===== src/rtl/bpred_pkg.sv =====
// Shared definitions for the branch predictor.
// Counter encodings and saturating helpers.
package bpred_pkg;

  localparam int CTR_W = 2;

  localparam logic [CTR_W-1:0] SNT = 2'b00;
  localparam logic [CTR_W-1:0] WNT = 2'b01;
  localparam logic [CTR_W-1:0] WT  = 2'b10;
  localparam logic [CTR_W-1:0] ST  = 2'b11;

  function automatic logic [CTR_W-1:0] ctr_inc(
    input logic [CTR_W-1:0] c
  );
    return (c == ST) ? ST : c + 2'b01;
  endfunction

  function automatic logic [CTR_W-1:0] ctr_dec(
    input logic [CTR_W-1:0] c
  );
    return (c == SNT) ? SNT : c - 2'b01;
  endfunction

endpackage


===== src/rtl/bpred_stats.sv =====
// Prediction statistics: registered pulses
// and saturating counters with clear.
module bpred_stats #(
  parameter int CNT_W = 16
) (
  input  logic             clk,
  input  logic             rst_n,
  input  logic             i_acc,
  input  logic             i_ok,
  input  logic             i_clr,
  output logic             o_inc_br,
  output logic             o_inc_hit,
  output logic             o_inc_mis,
  output logic [CNT_W-1:0] o_br_cnt,
  output logic [CNT_W-1:0] o_hit_cnt,
  output logic [CNT_W-1:0] o_mis_cnt
);

  logic             r_br_p;
  logic             r_hit_p;
  logic             r_mis_p;
  logic [CNT_W-1:0] r_br;
  logic [CNT_W-1:0] r_hit;
  logic [CNT_W-1:0] r_mis;
  logic             w_hit;
  logic             w_mis;

  assign w_hit = i_acc & i_ok;
  assign w_mis = i_acc & ~i_ok;

  // One-cycle pulses following each accepted update
  always_ff @(posedge clk or negedge rst_n) begin
    if (!rst_n) begin
      r_br_p  <= 1'b0;
      r_hit_p <= 1'b0;
      r_mis_p <= 1'b0;
    end else begin
      r_br_p  <= i_acc;
      r_hit_p <= w_hit;
      r_mis_p <= w_mis;
    end
  end

  // Saturating counters; clear wins over increment
  always_ff @(posedge clk or negedge rst_n) begin
    if (!rst_n) begin
      r_br  <= '0;
      r_hit <= '0;
      r_mis <= '0;
    end else if (i_clr) begin
      r_br  <= '0;
      r_hit <= '0;
      r_mis <= '0;
    end else begin
      if (i_acc && !(&r_br))  r_br  <= r_br + 1'b1;
      if (w_hit && !(&r_hit)) r_hit <= r_hit + 1'b1;
      if (w_mis && !(&r_mis)) r_mis <= r_mis + 1'b1;
    end
  end

  assign o_inc_br  = r_br_p;
  assign o_inc_hit = r_hit_p;
  assign o_inc_mis = r_mis_p;
  assign o_br_cnt  = r_br;
  assign o_hit_cnt = r_hit;
  assign o_mis_cnt = r_mis;

endmodule


===== src/rtl/bpred_btb.sv =====
// Direct-mapped BTB with 2-bit direction counters.
// Combinational lookup, trained at the EX stage.
module bpred_btb
  import bpred_pkg::*;
#(
  parameter int              ADDR_W   = 16,
  parameter int              IDX_W    = 4,
  parameter int              CNT_W    = 16,
  parameter logic [CTR_W-1:0] INIT_CTR = WT
) (
  input  logic              clk,
  input  logic              rst_n,
  input  logic              en,
  input  logic [ADDR_W-1:0] pc,
  output logic              hit,
  output logic [ADDR_W-1:0] target_pc,
  input  logic              stall,
  input  logic              upd_valid,
  input  logic [ADDR_W-1:0] upd_pc,
  input  logic              upd_taken,
  input  logic [ADDR_W-1:0] upd_target,
  input  logic              upd_pred_hit,
  input  logic [ADDR_W-1:0] upd_pred_target,
  input  logic              flush,
  input  logic              cnt_clr,
  output logic              inc_br_cnt,
  output logic              inc_hit_cnt,
  output logic              inc_mispr_cnt,
  output logic [CNT_W-1:0]  br_cnt,
  output logic [CNT_W-1:0]  hit_cnt,
  output logic [CNT_W-1:0]  mispr_cnt
);

  localparam int TAG_W = ADDR_W - IDX_W;
  localparam int DEPTH = 1 << IDX_W;

  logic [DEPTH-1:0] r_valid;
  logic [TAG_W-1:0] r_tag [DEPTH];
  logic [ADDR_W-1:0] r_tgt [DEPTH];
  logic [CTR_W-1:0] r_ctr [DEPTH];

  logic [IDX_W-1:0] w_idx;
  logic [TAG_W-1:0] w_tag;
  logic             w_match;
  logic [IDX_W-1:0] w_uidx;
  logic [TAG_W-1:0] w_utag;
  logic             w_umatch;
  logic             w_acc;
  logic             w_ok;
  logic             w_alloc;

  assign w_idx   = pc[IDX_W-1:0];
  assign w_tag   = pc[ADDR_W-1:IDX_W];
  assign w_match = r_valid[w_idx] && (r_tag[w_idx] == w_tag);

  assign hit       = rst_n & en & w_match & r_ctr[w_idx][1];
  assign target_pc = w_match ? r_tgt[w_idx] : '0;

  assign w_uidx   = upd_pc[IDX_W-1:0];
  assign w_utag   = upd_pc[ADDR_W-1:IDX_W];
  assign w_umatch = r_valid[w_uidx] && (r_tag[w_uidx] == w_utag);
  assign w_acc    = upd_valid & ~stall;
  assign w_alloc  = w_acc & upd_taken & ~w_umatch;

  assign w_ok = (upd_pred_hit == upd_taken) &
                (~upd_taken | (upd_pred_target == upd_target));

  // Valid bits and direction counters; flush drops the update
  always_ff @(posedge clk or negedge rst_n) begin
    if (!rst_n) begin
      r_valid <= '0;
      for (int i = 0; i < DEPTH; i++) r_ctr[i] <= SNT;
    end else if (flush) begin
      r_valid <= '0;
    end else if (w_acc) begin
      if (upd_taken) begin
        r_valid[w_uidx] <= 1'b1;
        r_ctr[w_uidx]   <= w_umatch ? ctr_inc(r_ctr[w_uidx])
                                    : INIT_CTR;
      end else if (w_umatch) begin
        r_ctr[w_uidx] <= ctr_dec(r_ctr[w_uidx]);
      end
    end
  end

  // Tag and target payload, gated only by valid
  always_ff @(posedge clk) begin
    if (!flush && w_acc && upd_taken) begin
      r_tgt[w_uidx] <= upd_target;
      if (w_alloc) r_tag[w_uidx] <= w_utag;
    end
  end

  bpred_stats #(
    .CNT_W(CNT_W)
  ) u_stats (
    .clk       (clk),
    .rst_n     (rst_n),
    .i_acc     (w_acc),
    .i_ok      (w_ok),
    .i_clr     (cnt_clr),
    .o_inc_br  (inc_br_cnt),
    .o_inc_hit (inc_hit_cnt),
    .o_inc_mis (inc_mispr_cnt),
    .o_br_cnt  (br_cnt),
    .o_hit_cnt (hit_cnt),
    .o_mis_cnt (mispr_cnt)
  );

endmodule


===== config.mk =====
export PLATFORM = sky130hd
export DESIGN_NAME = bpred_btb
export DESIGN_NICKNAME = d
export VERILOG_FILES = /design/src/rtl/bpred_pkg.sv /design/src/rtl/bpred_stats.sv /design/src/rtl/bpred_btb.sv
export SDC_FILE = /design/constraint.sdc
export NUM_CORES = 1
export LEC_CHECK = 0
export CORE_MARGIN = 3
export CORE_UTILIZATION = 62
export CTS_BUF_LIST = sky130_fd_sc_hd__clkbuf_4 sky130_fd_sc_hd__clkbuf_8
export CTS_CLUSTER_DIAMETER = 150
export DETAILED_ROUTE_END_ITERATION = 6
export PLACE_DENSITY_LB_ADDON = 0.05
export SKIP_CTS_REPAIR_TIMING = 1
export SLEW_MARGIN = 20
export SYNTH_ARGS = -nofsm -noshare
export SYNTH_HDL_FRONTEND = slang
export SYNTH_HIERARCHICAL = 1
export SYNTH_SLANG_ARGS = --single-unit

===== constraint.sdc =====
create_clock -name clk -period 10.14 [get_ports clk]
set_input_delay 2.028 -clock clk [delete_from_list [all_inputs] [get_ports clk]]
set_output_delay 2.028 -clock clk [all_outputs]
set_load 0.01 [all_outputs]

* Word level (Yosys, flattened, before mapping) *
Memories as Yosys holds them, arrays and structs flattened.
Cells that the tools add are included.

operators by class
  add/subtract/negate cells = 5
  order comparisons = 6
  equality and inequality tests = 5
  muxes and demuxes = 36
  bitwise operators = 18
  reduce and logical (&&, ||, !) cells = 25

operators by type and width
  operator                                                                              number
  16-bit two-way mux                                                                    10
  32-bit bitwise mux                                                                    2
  32-bit two-way mux                                                                    2
  16-bit by 1-bit adder with 16-bit output (second input constant)                      3
  16-bit AND reduction                                                                  3
  12-bit == test                                                                        2
  2-bit binary-select mux with 4-bit select                                             2
  16-bit == test                                                                        1
  2-bit two-way mux                                                                     8
  16-bit bitwise OR                                                                     1
  2-bit nonzero test                                                                    6
  5-bit greater-or-equal comparator (second input constant)                             2
  4-bit by 5-bit < comparator with 1-bit output (second input constant)                 2
  4-bit inverter with 5-bit output                                                      2
  1-bit bitwise AND                                                                     9
  1-bit logical AND                                                                     9
  1-bit binary-select mux with 4-bit select                                             2
  2-bit demux with 4-bit select                                                         1
  1-bit two-way mux                                                                     8
  5-bit by 1-bit < comparator with 1-bit output (second input constant)                 1
  1-bit inverter                                                                        5
  1-bit demux with 4-bit select                                                         1
  4-bit by 1-bit greater-or-equal comparator with 1-bit output (second input constant)  1
  1-bit zero test                                                                       4
  other kinds (8)                                                                       8

storage, ports and cells
  flip-flop bits (word level) = 99
  RAM bits = 448
  output and inout port bits = 68
  word-level logic and storage cells = 120
  memories kept = 2

memories
  memory  words  bits a word  read ports  clocked after memory_dff  wr ports  RTL line         RTL
  r_tgt   16     16           1           0                         1         bpred_btb.sv:39  logic [ADDR_W-1:0] r_tgt [DEPTH];
  r_tag   16     12           2           0                         1         bpred_btb.sv:38  logic [TAG_W-1:0] r_tag [DEPTH];

* Logic depth before layout (Yosys ltp) *
  word-level depth = 9
  gate-level depth with buffers = 13
  depth with buffers taken out = 11

* Modules after synthesis *
Netlist, hierarchy kept.

modules (own cells, without submodules)
  module       instances  cells an instance  area an instance (sq um)
  bpred_btb    1          1,188              21,996.1
  bpred_stats  1          275                2,685.1

* Worst setup path after synthesis *
No wires, ideal clock.

  kind = input to output
  start point = input pc[0]
  end point = output target_pc[10]
  data arrival time = 4.625 ns
  required time = 8.112 ns
  slack = 3.487 ns
  stages = 9
  path buffers = 3
  path through = buf_2 -> clkbuf_1 -> mux4_2 -> mux4_2 -> xnor2_1 -> nand3_1 -> nor3_1 -> buf_2 -> and2_1

between the ends
  cells in the longest elaborated chain, start to end = 4
  elaborated cells between the ends (all ways) = 7
  those cells by class = eq/ne (1); mux (3); reduce/logical (1); memory (2)

RTL lines
  what                                                                                  RTL line         RTL
  from (decl)                                                                           bpred_btb.sv:14  input logic [ADDR_W-1:0] pc,
  memory read 16 x 12 bit or 1-bit binary-select mux with 4-bit select (tied branches)  --
  12-bit == test or 1-bit two-way mux (tied branches)                                   bpred_btb.sv:54  assign w_match = r_valid[w_idx] && (r_tag[w_idx] == w_tag);
  1-bit logical AND                                                                     bpred_btb.sv:54
  16-bit two-way mux (*)                                                                bpred_btb.sv:57  assign target_pc = w_match ? r_tgt[w_idx] : '0;
  to (decl)                                                                             bpred_btb.sv:16  output logic [ADDR_W-1:0] target_pc,

Mark *: on every way between the ends. The rest lies on a longest branch, timed or not. The select of a mux whose other input is x is not followed.

* Final worst setup path *
  start point = input pc[0]
  end point = output target_pc[8]

The elaborated chain is that of the path after synthesis.

==> metrics <==
outcome finished, final reports clean; power share of the clock group 40.4%; Setup WS pre-CTS 1.88 ns; dominant register cell in the synthesized netlist sky130_fd_sc_hd__edfxtp_1; total core area 39000 sq um; number of nets in the final layout 1725; count of mapped cells out of synthesis 1463; reg2reg start r_tag[15][8]$_DFFE_PP_; critical path endpoint category primary output; final setup violation count 0; cts bufs inserted 86; buffer levels on the longest clock path 3; CTS tree yes; die area 42200 sq um; setup slack of the worst register-to-register path 6.60 ns; GRT overflow 0; proportion of power drawn by combinational gates 7.0%; capturing instance or port of the critical path target_pc[8]; setup clock skew after layout 0.0446 ns; floorplan row count 72; Setup CP Type input port to primary output; wire length of the first global-routing pass 89.7 mm; leakage power of the design 9.79 nW; Worst Path Arrival 6.11 ns; relative slew slack 20.1%; clock latency reported for the late side of the worst-skew pair 0.66 ns; R2R cell count 9; number of design-rule violations left by the first detailed-router iteration 1569; number of maximum-capacitance constraint violations 0; Final Critical Period 8.14 ns; Synth top area share 54.5%; Fmax 123 MHz; average vias per placed instance 6.52; cell taking the most area after synthesis sky130_fd_sc_hd__edfxtp_1; Die W 206 microns; required arrival time at the worst endpoint 8.11 ns; cell total after placement 2078; sequential share of the synthesized area 64.5%; count of warnings emitted by yosys 6; sequential cell fraction of total power 52.6%; proportion of register bits with asynchronous set or reset after synthesis 18.1%; most used standard cell by instance count after synthesis sky130_fd_sc_hd__edfxtp_1; Mean Syn Cell Area 16.9 sq um; Post-Syn Nets 1539; Setup crit start pc[0]; # H-tree levels 3; Post-Synthesis Cell Area 24700 sq um; routability-driven placement congestion ratio 0.846; areal power density over the cells 165 nW/um^2; destination of the worst register-to-register timing path r_tag[15][8]$_DFFE_PP_; switching component of the power 0.00104 W; Initial Utilization 63.3%; ANT cells 0; root buffer cell sky130_fd_sc_hd__clkbuf_8; cell types with the highest counts after synthesis sky130_fd_sc_hd__edfxtp_1 (448), sky130_fd_sc_hd__mux4_2 (184), sky130_fd_sc_hd__dfrtp_1 (99); chip height 206 microns; clock transition time at the flip-flop clock pins of the worst setup and hold paths 0.06 ns; Synth Register Bits 547; maximum vdd ir drop 0.000130 V; type of origin of the critical path input port; internal power 0.00365 W; overall fraction of global-route tracks in use 28.8%; maximum number of pins on one net before global-route repair 82; iteration count of the initial detailed-routing pass 5; Worst Slack Setup Final 2.00 ns; Sw Share 22.1%; wire per inst 26.4 microns; top fanout value on the critical path 48; pins over their slew limit 0; TritonCTS Sinks 547; most area-consuming cells after synthesis sky130_fd_sc_hd__edfxtp_1 (55%), sky130_fd_sc_hd__mux4_2 (17%), sky130_fd_sc_hd__dfrtp_1 (10%); Tightest Pin Transition 1.20 ns; type of the tightest min-delay check register to register; total half-perimeter wirelength after legalization and detailed placement 36.3 mm; via total after detailed routing 14600; boundary pin count 141; Post-Route WL 59.2 mm; remaining number of nets flagged by the antenna check after routing 0; ratio of final minimum period to clock period 80.3%; aggregate negative setup slack 0 ns; DRC errors left 0; count of input and output buffers 140; number of distinct library cell variants in the gate-level netlist after synthesis 77; Hold Fails Final Rpt 0; area growth from synthesis to layout 15.0%; filler-free cell count of the finished design 2238; vias in the first global route 14700; number of antenna violations at the first check in global routing 1; EDFF count, synth 448; setup repair after global routing missed its margin no; proportion of layout cells with a drive suffix above 1 24.0%
[worst min-delay path by stage]
| stage | start | to | slack (ns) | cells after the start |
|---|---|---|---|---|
| after floorplan | r_ctr[18]$_DFFE_PN0P_ | r_ctr[18]$_DFFE_PN0P_ | 0.47 | 2 |
| after global placement | r_ctr[6]$_DFFE_PN0P_ | r_ctr[6]$_DFFE_PN0P_ | 0.49 | 2 |
| after detailed placement | r_ctr[22]$_DFFE_PN0P_ | r_ctr[22]$_DFFE_PN0P_ | 0.50 | 2 |
| after CTS | r_ctr[0]$_DFFE_PN0P_ | r_ctr[0]$_DFFE_PN0P_ | 0.52 | 2 |
| after global routing | r_ctr[14]$_DFFE_PN0P_ | r_ctr[14]$_DFFE_PN0P_ | 0.54 | 2 |
| final | r_ctr[22]$_DFFE_PN0P_ | r_ctr[22]$_DFFE_PN0P_ | 0.52 | 2 |
[cells by family after synthesis]
family | Yosys count | synth area share (%)
flip-flops | 547 | 64.5
AND/OR/NAND/NOR | 329 | 7.01
multiplexers | 243 | 19.2
AO/OA/AOI/OAI | 138 | 4.16
buffers and inverters | 132 | 2.37
XOR/XNOR | 70 | 2.48
adder cells (fa/ha/maj) | 4 | 0.193
[cell type report]
type,instances,area [sq um]
Tap cell,518,648
Timing Repair Buffer,175,1660
Clock buffer,127,1530
Clock inverter,32,244
Sequential cell,547,15900
Inverter,55,206
Fill cell,2483,10600
Multi-Input combinational cell,784,8180
[power groups by stage]
stage / clock [W] / combinational [W] / sequential (W)
5_1_grt: 0.00203 / 0.000352 / 0.00247
6_report: 0.00189 / 0.000329 / 0.00247
2_1_floorplan: 0 / 0.000201 / 0.00251
4_1_cts: 0.00192 / 0.000328 / 0.00246
3_3_place_gp: 0 / 0.000322 / 0.00251
3_5_place_dp: 0 / 0.000327 / 0.00251
[stage by stage]
stage	utilization, %	power, W	instance area [sq um]	hold WS, ns
after floorplan	-	0.00271	24700	0.470
after global placement	68.2	0.00283	26600	0.491
after detailed placement	68.2	0.00284	26600	0.498
after CTS	72.7	0.00472	28400	0.515
after global routing	72.8	0.00484	28400	0.541
final	72.8	0.00469	28400	0.515
[per-layer routing]
metal / vias up / share of wire [%] / global-route usage [%]
met3: 111 / 8.9 / 6.52
li1: 6258 / - / -
met4: 2 / 2.7 / 8.86
met1: 7471 / 41 / 43.1
met5: - / 0.015 / 0
met2: 747 / 47 / 43.5
[critical path, stage by stage]
cell and delay (ns):
sky130_fd_sc_hd__clkbuf_8 0.39, sky130_fd_sc_hd__buf_16 0.37, sky130_fd_sc_hd__mux4_2 0.56, sky130_fd_sc_hd__mux4_2 0.49, sky130_fd_sc_hd__xor2_1 0.16, sky130_fd_sc_hd__nor4_1 0.49, sky130_fd_sc_hd__nand3_1 0.21, sky130_fd_sc_hd__nor3_2 0.30
sky130_fd_sc_hd__buf_4 0.30, sky130_fd_sc_hd__and2_1 0.18, sky130_fd_sc_hd__clkdlybuf4s50_1 0.56
[cell usage in the layout (no fill, tap or decap), types with 27 or more instances in the layout]
master,n
sky130_fd_sc_hd__buf_4,37
sky130_fd_sc_hd__inv_1,54
sky130_fd_sc_hd__clkbuf_8,93
sky130_fd_sc_hd__nor2_1,88
sky130_fd_sc_hd__clkbuf_4,35
sky130_fd_sc_hd__nand2_1,61
sky130_fd_sc_hd__clkdlybuf4s50_1,132
sky130_fd_sc_hd__nand3_1,27
sky130_fd_sc_hd__xor2_1,29
sky130_fd_sc_hd__dfrtp_1,99
sky130_fd_sc_hd__mux2i_1,46
sky130_fd_sc_hd__mux4_2,184
sky130_fd_sc_hd__xnor2_1,41
sky130_fd_sc_hd__edfxtp_1,448
sky130_fd_sc_hd__nor3_1,27
[flip-flops by register name, summed over array words and instances (netlist names), 16 cells and up]
signal             count
r_tgt                256
r_tag                192
r_ctr                 32
r_valid               16
u_stats/o_br_cnt      16
u_stats/o_hit_cnt     16
u_stats/o_mis_cnt     16
Note: power is estimated with default switching activity, not from simulation.
